`config.mk`:
```
export PLATFORM = sky130hd
export DESIGN_NAME = pooling_engine_flat
export DESIGN_NICKNAME = d
export VERILOG_FILES = /design/src/rtl/pooling_if.sv /design/src/rtl/pooling_engine.sv /design/src/flat_wrapper.sv
export SDC_FILE = /design/constraint.sdc
export NUM_CORES = 1
export LEC_CHECK = 0
export CORE_ASPECT_RATIO = 0.9
export CORE_MARGIN = 2
export CORE_UTILIZATION = 39
export CTS_CLUSTER_DIAMETER = 100
export DETAILED_ROUTE_END_ITERATION = 7
export PLACE_DENSITY_LB_ADDON = 0.2
export SLEW_MARGIN = 20
export SYNTH_ARGS = -nofsm -noshare
export SYNTH_HDL_FRONTEND = slang
export SYNTH_SLANG_ARGS = --single-unit
```
`constraint.sdc`:
```
create_clock -name clk -period 5.48 [get_ports clk]
set_input_delay 1.644 -clock clk [delete_from_list [all_inputs] [get_ports clk]]
set_output_delay 1.644 -clock clk [all_outputs]
set_load 0.05 [all_outputs]
```
`src/rtl/pooling_if.sv`:
```
// Pixel-stream bus between a frame source and the 2x2 pooling engine.
//
// Handshake: a pixel transfers on a rising clk edge where in_valid and
// in_ready are both high; in_pixel must be stable while in_valid is high,
// and the source may drop in_valid for any number of cycles. out_valid is
// a one-cycle pulse with no backpressure, so the sink must take every
// result the cycle it is presented. start is a request sampled only while
// the engine is idle; mode is captured with it.
interface pooling_if #(
    parameter int DATA_W = 16
);
    logic              start;
    logic              mode;
    logic              in_valid;
    logic [DATA_W-1:0] in_pixel;
    logic              in_ready;
    logic              out_valid;
    logic [DATA_W-1:0] out_pixel;
    logic              busy;
    logic              finish;

    modport master (
        output start, mode, in_valid, in_pixel,
        input  in_ready, out_valid, out_pixel, busy, finish
    );

    modport slave (
        input  start, mode, in_valid, in_pixel,
        output in_ready, out_valid, out_pixel, busy, finish
    );
endinterface

```
`src/rtl/pooling_engine.sv`:
```
// 2x2 stride-2 pooling over a row-major pixel stream (average or max).
// Even-row pairs are folded into a half-width line buffer; the matching
// odd-row pair completes the window and produces one registered result.
module pooling_engine #(
    parameter int DATA_W = 16,
    parameter int IMG_W  = 28,
    parameter int IMG_H  = 28
) (
    input  logic       clk,
    input  logic       rst_n,
    pooling_if.slave   bus,
    output logic [1:0] dbg_state_o
);
    localparam int HALF_W = IMG_W / 2;
    localparam int CW     = (IMG_W > 2) ? $clog2(IMG_W) : 1;
    localparam int RW     = (IMG_H > 2) ? $clog2(IMG_H) : 1;
    localparam int LW     = (HALF_W > 1) ? $clog2(HALF_W) : 1;
    localparam int SW     = DATA_W + 2;

    localparam logic [CW-1:0] COL_LAST = CW'(IMG_W - 1);
    localparam logic [RW-1:0] ROW_LAST = RW'(IMG_H - 1);

    typedef enum logic [1:0] {
        ST_IDLE = 2'd0,
        ST_RUN  = 2'd1,
        ST_LAST = 2'd2
    } state_t;

    state_t            state_q, state_d;
    logic [CW-1:0]     col_q, col_d;
    logic [RW-1:0]     row_q, row_d;
    logic [DATA_W-1:0] hold_q, hold_d;
    logic              mode_q, mode_d;
    logic              out_valid_q;
    logic [DATA_W-1:0] out_pixel_q;

    logic              in_ready;
    logic              busy;
    logic              finish;
    logic              start_acc;
    logic              accept;
    logic              last_pix;
    logic              complete;
    logic              lb_write;

    // Partial sums live at DATA_W+2 bits so four full-scale pixels never overflow.
    logic signed [SW-1:0] lbuf_q [HALF_W];
    logic [LW-1:0]        lb_idx;
    logic signed [SW-1:0] lb_rd;
    logic signed [SW-1:0] cur_ext;
    logic signed [SW-1:0] hold_ext;
    logic signed [SW-1:0] pair_sum;
    logic signed [SW-1:0] pair_max;
    logic signed [SW-1:0] partial;
    logic signed [SW-1:0] quad_sum;
    logic [DATA_W-1:0]    quad_avg;
    logic [DATA_W-1:0]    quad_max;
    logic [DATA_W-1:0]    result;

    assign start_acc = (state_q == ST_IDLE) && bus.start;
    assign accept    = bus.in_valid && in_ready;
    assign last_pix  = (col_q == COL_LAST) && (row_q == ROW_LAST);
    assign complete  = accept && col_q[0] && row_q[0];
    assign lb_write  = accept && col_q[0] && !row_q[0];
    assign lb_idx    = LW'(col_q >> 1);

    // FSM state register.
    always_ff @(posedge clk or negedge rst_n) begin
        if (!rst_n) begin
            state_q <= ST_IDLE;
        end else begin
            state_q <= state_d;
        end
    end

    // FSM next-state: start only counts in IDLE; LAST lasts exactly one cycle.
    always_comb begin
        state_d = state_q;
        case (state_q)
            ST_IDLE: if (bus.start) state_d = ST_RUN;
            ST_RUN:  if (accept && last_pix) state_d = ST_LAST;
            ST_LAST: state_d = ST_IDLE;
            default: state_d = ST_IDLE;
        endcase
    end

    // FSM outputs: the final result pulse lands in LAST, so finish rides on it.
    always_comb begin
        in_ready    = 1'b0;
        busy        = 1'b0;
        finish      = 1'b0;
        dbg_state_o = state_q;
        case (state_q)
            ST_RUN: begin
                in_ready = 1'b1;
                busy     = 1'b1;
            end
            ST_LAST: begin
                busy   = 1'b1;
                finish = 1'b1;
            end
            default: ;
        endcase
    end

    // Counter, held-pixel and mode next-state; a start outside IDLE never reaches here.
    always_comb begin
        col_d  = col_q;
        row_d  = row_q;
        hold_d = hold_q;
        mode_d = mode_q;
        if (start_acc) begin
            col_d  = '0;
            row_d  = '0;
            mode_d = bus.mode;
        end else if (accept) begin
            if (!col_q[0]) hold_d = bus.in_pixel;
            if (col_q == COL_LAST) begin
                col_d = '0;
                row_d = (row_q == ROW_LAST) ? '0 : row_q + RW'(1);
            end else begin
                col_d = col_q + CW'(1);
            end
        end
    end

    // Counter, held-pixel and mode registers.
    always_ff @(posedge clk or negedge rst_n) begin
        if (!rst_n) begin
            col_q  <= '0;
            row_q  <= '0;
            hold_q <= '0;
            mode_q <= 1'b0;
        end else begin
            col_q  <= col_d;
            row_q  <= row_d;
            hold_q <= hold_d;
            mode_q <= mode_d;
        end
    end

    // Window datapath: pair from held + current pixel, then fold with the buffered pair.
    always_comb begin
        cur_ext  = {{2{bus.in_pixel[DATA_W-1]}}, bus.in_pixel};
        hold_ext = {{2{hold_q[DATA_W-1]}}, hold_q};
        lb_rd    = lbuf_q[lb_idx];
        pair_sum = hold_ext + cur_ext;
        pair_max = (cur_ext > hold_ext) ? cur_ext : hold_ext;
        partial  = mode_q ? pair_max : pair_sum;
        quad_sum = pair_sum + lb_rd;
        // Dropping the two LSBs of the signed sum is the floor divide by four.
        quad_avg = quad_sum[SW-1:2];
        quad_max = (lb_rd > pair_max) ? lb_rd[DATA_W-1:0] : pair_max[DATA_W-1:0];
        result   = mode_q ? quad_max : quad_avg;
    end

    // Line buffer of even-row pair partials; contents are don't-care until written.
    always_ff @(posedge clk) begin
        if (lb_write) lbuf_q[lb_idx] <= partial;
    end

    // Result register: one-cycle valid pulse, pixel held between pulses.
    always_ff @(posedge clk or negedge rst_n) begin
        if (!rst_n) begin
            out_valid_q <= 1'b0;
            out_pixel_q <= '0;
        end else begin
            out_valid_q <= complete;
            if (complete) out_pixel_q <= result;
        end
    end

    assign bus.in_ready  = in_ready;
    assign bus.busy      = busy;
    assign bus.finish    = finish;
    assign bus.out_valid = out_valid_q;
    assign bus.out_pixel = out_pixel_q;
endmodule

```
`src/flat_wrapper.sv`:
```
// flat-port wrapper written by rule: the top's interface ports become plain ports
module pooling_engine_flat 
#(
    parameter int DATA_W = 16,
    parameter int IMG_W  = 28,
    parameter int IMG_H  = 28
)
  (clk, rst_n, dbg_state_o, bus_start, bus_mode, bus_in_valid, bus_in_pixel, bus_in_ready, bus_out_valid, bus_out_pixel, bus_busy, bus_finish);
  pooling_if #(.DATA_W(DATA_W)) bus_i ();
  input  logic clk;
  input  logic rst_n;
  output logic [1:0] dbg_state_o;
  input wire logic [$bits(bus_i.start)-1:0] bus_start;
  input wire logic [$bits(bus_i.mode)-1:0] bus_mode;
  input wire logic [$bits(bus_i.in_valid)-1:0] bus_in_valid;
  input wire logic [$bits(bus_i.in_pixel)-1:0] bus_in_pixel;
  output wire logic [$bits(bus_i.in_ready)-1:0] bus_in_ready;
  output wire logic [$bits(bus_i.out_valid)-1:0] bus_out_valid;
  output wire logic [$bits(bus_i.out_pixel)-1:0] bus_out_pixel;
  output wire logic [$bits(bus_i.busy)-1:0] bus_busy;
  output wire logic [$bits(bus_i.finish)-1:0] bus_finish;
  assign bus_i.start = bus_start;
  assign bus_i.mode = bus_mode;
  assign bus_i.in_valid = bus_in_valid;
  assign bus_i.in_pixel = bus_in_pixel;
  assign bus_in_ready = bus_i.in_ready;
  assign bus_out_valid = bus_i.out_valid;
  assign bus_out_pixel = bus_i.out_pixel;
  assign bus_busy = bus_i.busy;
  assign bus_finish = bus_i.finish;
  pooling_engine #(.DATA_W(DATA_W), .IMG_W(IMG_W), .IMG_H(IMG_H)) u_core (.clk(clk), .rst_n(rst_n), .bus(bus_i), .dbg_state_o(dbg_state_o));
endmodule
```
==> impl_metrics.py, run 1 <==
metrics = {
    "status": {
        "outcome": "complete, no violations",
    },
    "global_route": {
        "grt_pass1_vias": 8655,
        "antenna_found_initial": 0,
        "grt_use_total_pct": 19.4,
        "grt_first_pass_wirelength_mm": 53.5,
        "grt_overflow": 0,
        "grt_max_degree": 50,
    },
    "route": {
        "via_per_inst": 5.29,
        "drc": 0,
        "first_pass_iters": 5,
        "drt_iter0_drc": 546,
        "ant_nets": 0,
        "drt_wl_total_mm": 35.4,
        "wire_per_inst_um": 21.6,
        "vias": 8660,
    },
    "cts": {
        "cts_setup_buffers": 0,
        "clock-sinks": 284,
        "clk_path_buf_depth": 3,
        "cts_made_buffers": 30,
        "cts_max_level": 1,
        "clock_latency_ns": 0.58,
        "clk_pin_slew_ns": 0.06,
        "clockRootBuffer": "clkbuf_16",
        "cts_hold_buffers": 0,
        "cts_tree": "yes",
    },
    "hold_path": {
        "hold_start": "u_core.bus.out_pixel[7]",
        "hold_end": "u_core.bus.out_pixel[7]",
        "hold_depth": 2,
        "hold_path_class": "reg2reg",
    },
    "worst_setup_path": {
        "cpLargestDelayFamily": "compound AO/OA/AOI/OAI gates",
        "critical_path.max_stage_delay_ns": 0.44,
        "endpoint_kind": "register",
        "crit_slowest_cell": "clkdlybuf4s50_1",
        "r2r_end": "u_core.bus.out_pixel[15]",
        "crit_chain": "clkdlybuf4s50_1 -> ha_1 -> and3_1 -> a221o_1 -> a31oi_2 -> a31oi_4 -> buf_4 -> mux2i_1 -> ha_1 -> nand2_1 -> nor2_1 -> a211oi_1 -> o221a_2 -> o21ai_0 -> a31oi_2 -> buf_12 -> nand2_1 -> a31oi_1 -> o21ai_0",
        "cp_max_fo": 24,
        "cp_num_buf_inv": 3,
        "r2r_start": "u_core.col_q[1]",
        "r2r_cells": 12,
        "cp.arrival_ns": 5.61,
        "cp-start-kind": "primary input",
        "worstSetupStartpoint": "bus_in_pixel[12]",
        "r2r_slack_ns": 0.87,
        "critPathKind": "in2reg",
        "required_ns": 5.93,
    },
    "cells_and_area": {
        "fin_nets": 1236,
        "fin_util_pct": 48.1,
        "layout-drive-gt1-share_pct": 26.2,
        "multi_input_area_um2": 5330,
        "regArea_um2": 8300,
        "fin_area_um2": 16800,
        "diodes": 0,
        "area_delta_synth_final_pct": 21.2,
        "fillers": 3103,
    },
    "logic_synthesis": {
        "synth_edf_count": 238,
        "ys_seq_area_share_pct": 59.7,
        "netlist_area_um2": 13900,
        "yosys-top-cells-count": "edfxtp_1, ha_1, nor2_1",
        "async_flop_share_pct": 16.2,
        "synthMostInstantiatedCell": "edfxtp_1",
        "syn_avg_cell_area_um2": 14.4,
        "yosys_register_bits": 284,
        "yosys.area.top_type": "edfxtp_1",
        "synthCells": 967,
        "synth_ff_type": "edfxtp_1",
        "synth_top_area_share_pct": 51.4,
        "synth.distinct_cells": 64,
        "synth_nets": 1060,
        "ys_warn_count": 0,
        "yosys-top-cells-area": "edfxtp_1, mux4_2, dfrtp_1, ha_1, mux2i_1",
    },
    "die": {
        "fp.dieH_um": 183,
        "io_pins": 43,
        "die_area_um2": 37200,
        "initial_core_util_pct": 39.7,
        "fp.dieW_um": 203,
        "core.rowCount": 65,
        "core_area_um2": 35100,
    },
    "sta": {
        "tightestPinTransition_ns": 1.01,
        "timing.fmax_mhz": 194,
        "min_period_ns": 5.16,
        "rsz0062_at_grt": "false",
        "finalSetupViolations": 0,
        "slew_headroom_pct": 30.9,
        "drv_slew": 0,
        "fin_ws_ns": 0.324,
        "finalCritPeriodShare_pct": 94.1,
        "finalSetupTns_ns": 0,
        "final-hold-violation-count": 0,
        "clock_skew_ns": 0.0115,
    },
    "power": {
        "pwr-share-clk_pct": 17.7,
        "switchingPower_mw": 4.21,
        "ir_worst_vdd_v": 0.000265,
        "internal_power_mw": 6.70,
        "swShare_pct": 38.6,
        "power_density_nw_per_um2": 648,
        "comb_power_share_pct": 52.1,
        "leakage_nw": 6.27,
        "seqPwrFrac_pct": 30.2,
    },
    "placement": {
        "port_buffers": 42,
        "place_area_um2": 15900,
        "dp_slack_ns": -0.332,
        "hpwlAfterDp_mm": 24.2,
        "gp_congestion": 0.892,
    },
    "run": {
        "maxCapViolCount": 0,
    },
}
[how the worst max path moves through the flow]
stage | cells past startpoint | endpoint | slack (ns)
finish | 19 | u_core.bus.out_pixel[7] | 0.32
global route | 20 | u_core.bus.out_pixel[7] | 0.007
CTS | 18 | u_core.bus.out_pixel[7] | 0.25
detailed placement | 18 | u_core.bus.out_pixel[7] | -0.33
global placement | 19 | u_core.bus.out_pixel[15] | -0.40
floorplan | 19 | u_core.bus.out_pixel[13] | 0.05
[repair_timing]
action	CTS	global route
endpoints found under the setup margin	0	5
gates resized for setup	0	2
hold endpoints to repair	0	0
[layout make-up]
cell class / count / share of cell area [%]
sequential: 284 / 49.3
clock inverter: 23 / 1.06
inverter: 44 / 0.980
clock buffer: 33 / 4.52
tap: 469 / 3.48
multi-input combinational: 599 / 31.6
timing repair buffer: 184 / 9.02
[power groups by stage]
stage	Clock, mW	Combinational (mW)	Sequential, mW
3_3_place_gp	0	5.64	3.35
6_report	1.93	5.68	3.30
5_1_grt	2.06	6.25	3.33
2_1_floorplan	0	3.35	3.40
3_5_place_dp	0	5.66	3.35
4_1_cts	1.99	5.69	3.31
[per-stage QoR]
| stage | hold WS [ns] | instances | power, mW |
|---|---|---|---|
| 2_1_floorplan | 0.499 | 967 | 6.74 |
| 3_3_place_gp | 0.474 | 1580 | 8.99 |
| 3_5_place_dp | 0.480 | 1580 | 9.01 |
| 6_report | 0.484 | 1636 | 10.9 |
| 5_1_grt | 0.510 | 1636 | 11.6 |
| 4_1_cts | 0.494 | 1636 | 11.0 |
[worst min-delay path, stage by stage (launching register included)]
cell     delay, ns
dfrtp_1       0.34
nand2_1       0.05
o21ai_0       0.06
[logic make-up after synthesis]
kind of cell / count (synthesis) / synth area share, %
flops: 284 / 59.7
simple gates: 206 / 6.79
compound gates: 163 / 7.75
mux: 128 / 14.8
buf+inv: 84 / 2.50
fa+ha+maj: 72 / 6.53
xor+xnor: 30 / 1.89
[flip-flops by register name (all words and copies together), names as in the netlist]
register / flops
u_core.lbuf_q: 238
u_core.row_q: 5
u_core.hold_q: 16
u_core.col_q: 5
u_core.bus.out_valid: 1
u_core.mode_q: 1
u_core.bus.out_pixel: 16
u_core.dbg_state_o: 2
[cell usage in the layout (no fill, tap or decap), types with 3 or more instances in the layout]
master	count
nand2_1	59
xor2_1	15
mux2_2	25
o21ai_0	25
o21a_1	11
nand4_1	8
nor3_1	11
nand2b_1	16
a31oi_1	7
a21o_1	18
xnor2_1	15
mux4_2	60
edfxtp_1	238
buf_4	139
nor2_2	10
or2_0	3
nor2b_1	5
nor3b_1	3
nor2_1	59
nor3_2	5
a21oi_1	46
a211o_1	5
clkinv_1	7
and3_1	5
o211ai_1	12
clkinv_2	7
dfrtp_1	43
o21ai_1	3
o31ai_1	4
clkbuf_1	3
mux2i_1	43
ha_1	71
clkdlybuf4s50_1	41
nand3_1	11
clkbuf_16	30
a211oi_1	4
clkinvlp_4	3
inv_1	43
buf_12	3
[per-layer routing]
layer	global-route usage, %	up-vias	part of all wire, %
li1	-	4059	-
met1	27.2	4372	46
met2	31.6	180	47
met3	2.97	49	4.9
met4	5.26	0	2.3
met5	0	-	0
Note: power is estimated with default switching activity, not from simulation.
==> run 2, diff against run 1 <==
- GPL_ROUTABILITY_DRIVEN: default -> 0
==> run 2 against run 1 <==
Against the previous run: clock power hardly changed; combinational power is 0.7% higher; critical path depth is 1 lower; core utilization is 0.10 points higher; flip-flop and latch count stayed put; global-route usage hardly changed; maximum frequency is 1.4% lower; setup slack worse by 0.071 ns; non-clock buffer count is 1 higher; clock skew is 0.0033 ns higher; sequential power hardly changed; via count is 0.51% lower; critical endpoint unchanged.
==> impl_metrics.py, run 2 (synthesis gave the netlist of run 1 again) <==
metrics = {
    "power": {
        "internal_power_mw": 6.78,
        "pwr-share-clk_pct": 17.5,
        "comb_power_share_pct": 52.2,
        "swShare_pct": 38.3,
        "seqPwrFrac_pct": 30.3,
        "switchingPower_mw": 4.20,
        "ir_worst_vdd_v": 0.000338,
        "leakage_nw": 6.27,
        "power_density_nw_per_um2": 650,
    },
    "placement": {
        "dp_slack_ns": -0.373,
        "hpwlAfterDp_mm": 23.6,
        "port_buffers": 42,
    },
    "cells_and_area": {
        "layout-drive-gt1-share_pct": 26.2,
        "regArea_um2": 8300,
        "multi_input_area_um2": 5350,
        "layout_common_cells": "edfxtp_1, buf_4, ha_1, mux4_2",
        "final_common_cell": "edfxtp_1",
        "fillers": 3085,
        "area_delta_synth_final_pct": 21.4,
        "regMostFlops": "u_core.lbuf_q",
        "fin_nets": 1237,
        "diodes": 0,
        "largest_reg_flops": 238,
    },
    "sta": {
        "final-hold-violation-count": 0,
        "slew_headroom_pct": 33.4,
        "tightestPinTransition_ns": 0.971,
        "finalSetupViolations": 0,
        "clock_skew_ns": 0.0148,
        "finalCritPeriodShare_pct": 95.4,
        "min_period_ns": 5.23,
        "timing.hold.ws_ns": 0.484,
        "drv_slew": 0,
        "fin_ws_ns": 0.253,
        "finalSetupTns_ns": 0,
        "timing.fmax_mhz": 191,
        "rsz0062_at_grt": "false",
    },
    "global_route": {
        "grt_pass1_vias": 8702,
        "grt_overflow": 0,
        "grt_first_pass_wirelength_mm": 54.0,
        "grt_max_degree": 38,
        "antenna_found_initial": 0,
        "grt_use_total_pct": 19.4,
    },
    "route": {
        "first_pass_iters": 4,
        "drt_iter0_drc": 662,
        "ant_nets": 0,
        "wire_per_inst_um": 21.5,
        "via_per_inst": 5.26,
        "drc": 0,
        "drt_wl_total_mm": 35.3,
        "vias": 8616,
    },
    "die": {
        "core_area_um2": 35100,
        "fp.dieW_um": 203,
        "io_pins": 43,
        "fp.dieH_um": 183,
        "die_area_um2": 37200,
        "initial_core_util_pct": 39.7,
        "core.rowCount": 65,
    },
    "cts": {
        "clk_path_buf_depth": 3,
        "clk_pin_slew_ns": 0.06,
        "clockRootBuffer": "clkbuf_16",
        "cts_max_level": 1,
        "cts_tree": "yes",
        "cts_made_buffers": 30,
        "cts_setup_buffers": 0,
        "clock_latency_ns": 0.58,
        "clock-sinks": 284,
        "cts_hold_buffers": 0,
    },
    "run": {
        "maxCapViolCount": 0,
    },
    "worst_setup_path": {
        "required_ns": 5.92,
        "r2r_end": "u_core.bus.out_pixel[14]",
        "cp-endpoint": "u_core.bus.out_pixel[7]",
        "cp.arrival_ns": 5.67,
        "endpoint_kind": "register",
        "r2r_slack_ns": 0.96,
        "r2r_start": "u_core.col_q[1]",
        "cp-start-kind": "primary input",
        "cp_max_fo": 13,
        "critPathKind": "in2reg",
        "r2r_cells": 12,
        "worstSetupStartpoint": "bus_in_pixel[12]",
    },
    "hold_path": {
        "hold_path_class": "reg2reg",
    },
    "status": {
        "outcome": "complete, no violations",
    },
}
-- run 2: cell type report --
class | instances | share of cell area [%]
clock buffers | 39 | 4.65
clock inverters | 17 | 0.860
inverters | 44 | 0.978
multi-input cells | 599 | 31.7
flip-flops and latches | 284 | 49.2
well taps | 469 | 3.48
repair buffers | 185 | 9.15
-- run 2: power groups by stage --
stage                     clock network, mW  logic, mW  registers (mW)
final                                  1.92       5.72            3.33
after global routing                   2.05       6.31            3.37
after CTS                              1.96       5.64            3.34
after detailed placement                  0       5.60            3.38
after global placement                    0       5.57            3.38
after floorplan                           0       3.35            3.40
-- run 2: how the worst min path moves through the flow --
| stage | startpoint | to | slack, ns | cells past startpoint |
|---|---|---|---|---|
| final | u_core.bus.out_pixel[7] | u_core.bus.out_pixel[7] | 0.48 | 2 |
| after global routing | u_core.bus.out_pixel[9] | u_core.bus.out_pixel[9] | 0.52 | 2 |
| after CTS | u_core.bus.out_pixel[7] | u_core.bus.out_pixel[7] | 0.49 | 2 |
| after detailed placement | u_core.bus.out_pixel[7] | u_core.bus.out_pixel[7] | 0.48 | 2 |
| after global placement | u_core.bus.out_pixel[7] | u_core.bus.out_pixel[7] | 0.47 | 2 |
| after floorplan | u_core.hold_q[0] | u_core.hold_q[0] | 0.50 | 2 |
-- run 2: routing by layer --
metal  part of all wire [%]  global-route usage [%]  vias to the layer above
met3                    4.5                    2.75                       47
met4                    2.0                    4.18                        0
li1                       -                       -                     4057
met1                     47                    28.1                     4343
met2                     47                    31.3                      169
met5                      0                       0                        -
-- run 2: what timing repair did --
action,4_1_cts,5_1_grt
hold endpoints to repair,0,0
resized for setup,0,6
setup endpoints to repair,0,10
-- run 2: stage by stage --
stage | instance area [um2] | util [%] | total power [mW] | instances
final | 16900 | 48.2 | 11.0 | 1637
after global routing | 16900 | 48.2 | 11.7 | 1637
after global placement | 15900 | 45.3 | 8.95 | 1580
after floorplan | 13900 | - | 6.74 | 967
after CTS | 16800 | 48.0 | 10.9 | 1636
after detailed placement | 15900 | 45.3 | 8.98 | 1580
-- run 2: worst max-delay path, cell delays in order --
cell	delay, ns
clkdlybuf4s50_1	0.44
ha_1	0.31
and3_1	0.20
a221o_1	0.34
a31oi_2	0.25
a31oi_4	0.20
buf_4	0.18
mux2i_1	0.13
ha_1	0.31
nand3_1	0.12
nor3_1	0.28
o21ai_0	0.14
o21ai_1	0.18
a31oi_2	0.18
buf_12	0.20
or2_0	0.20
a31oi_1	0.25
o21ai_0	0.11
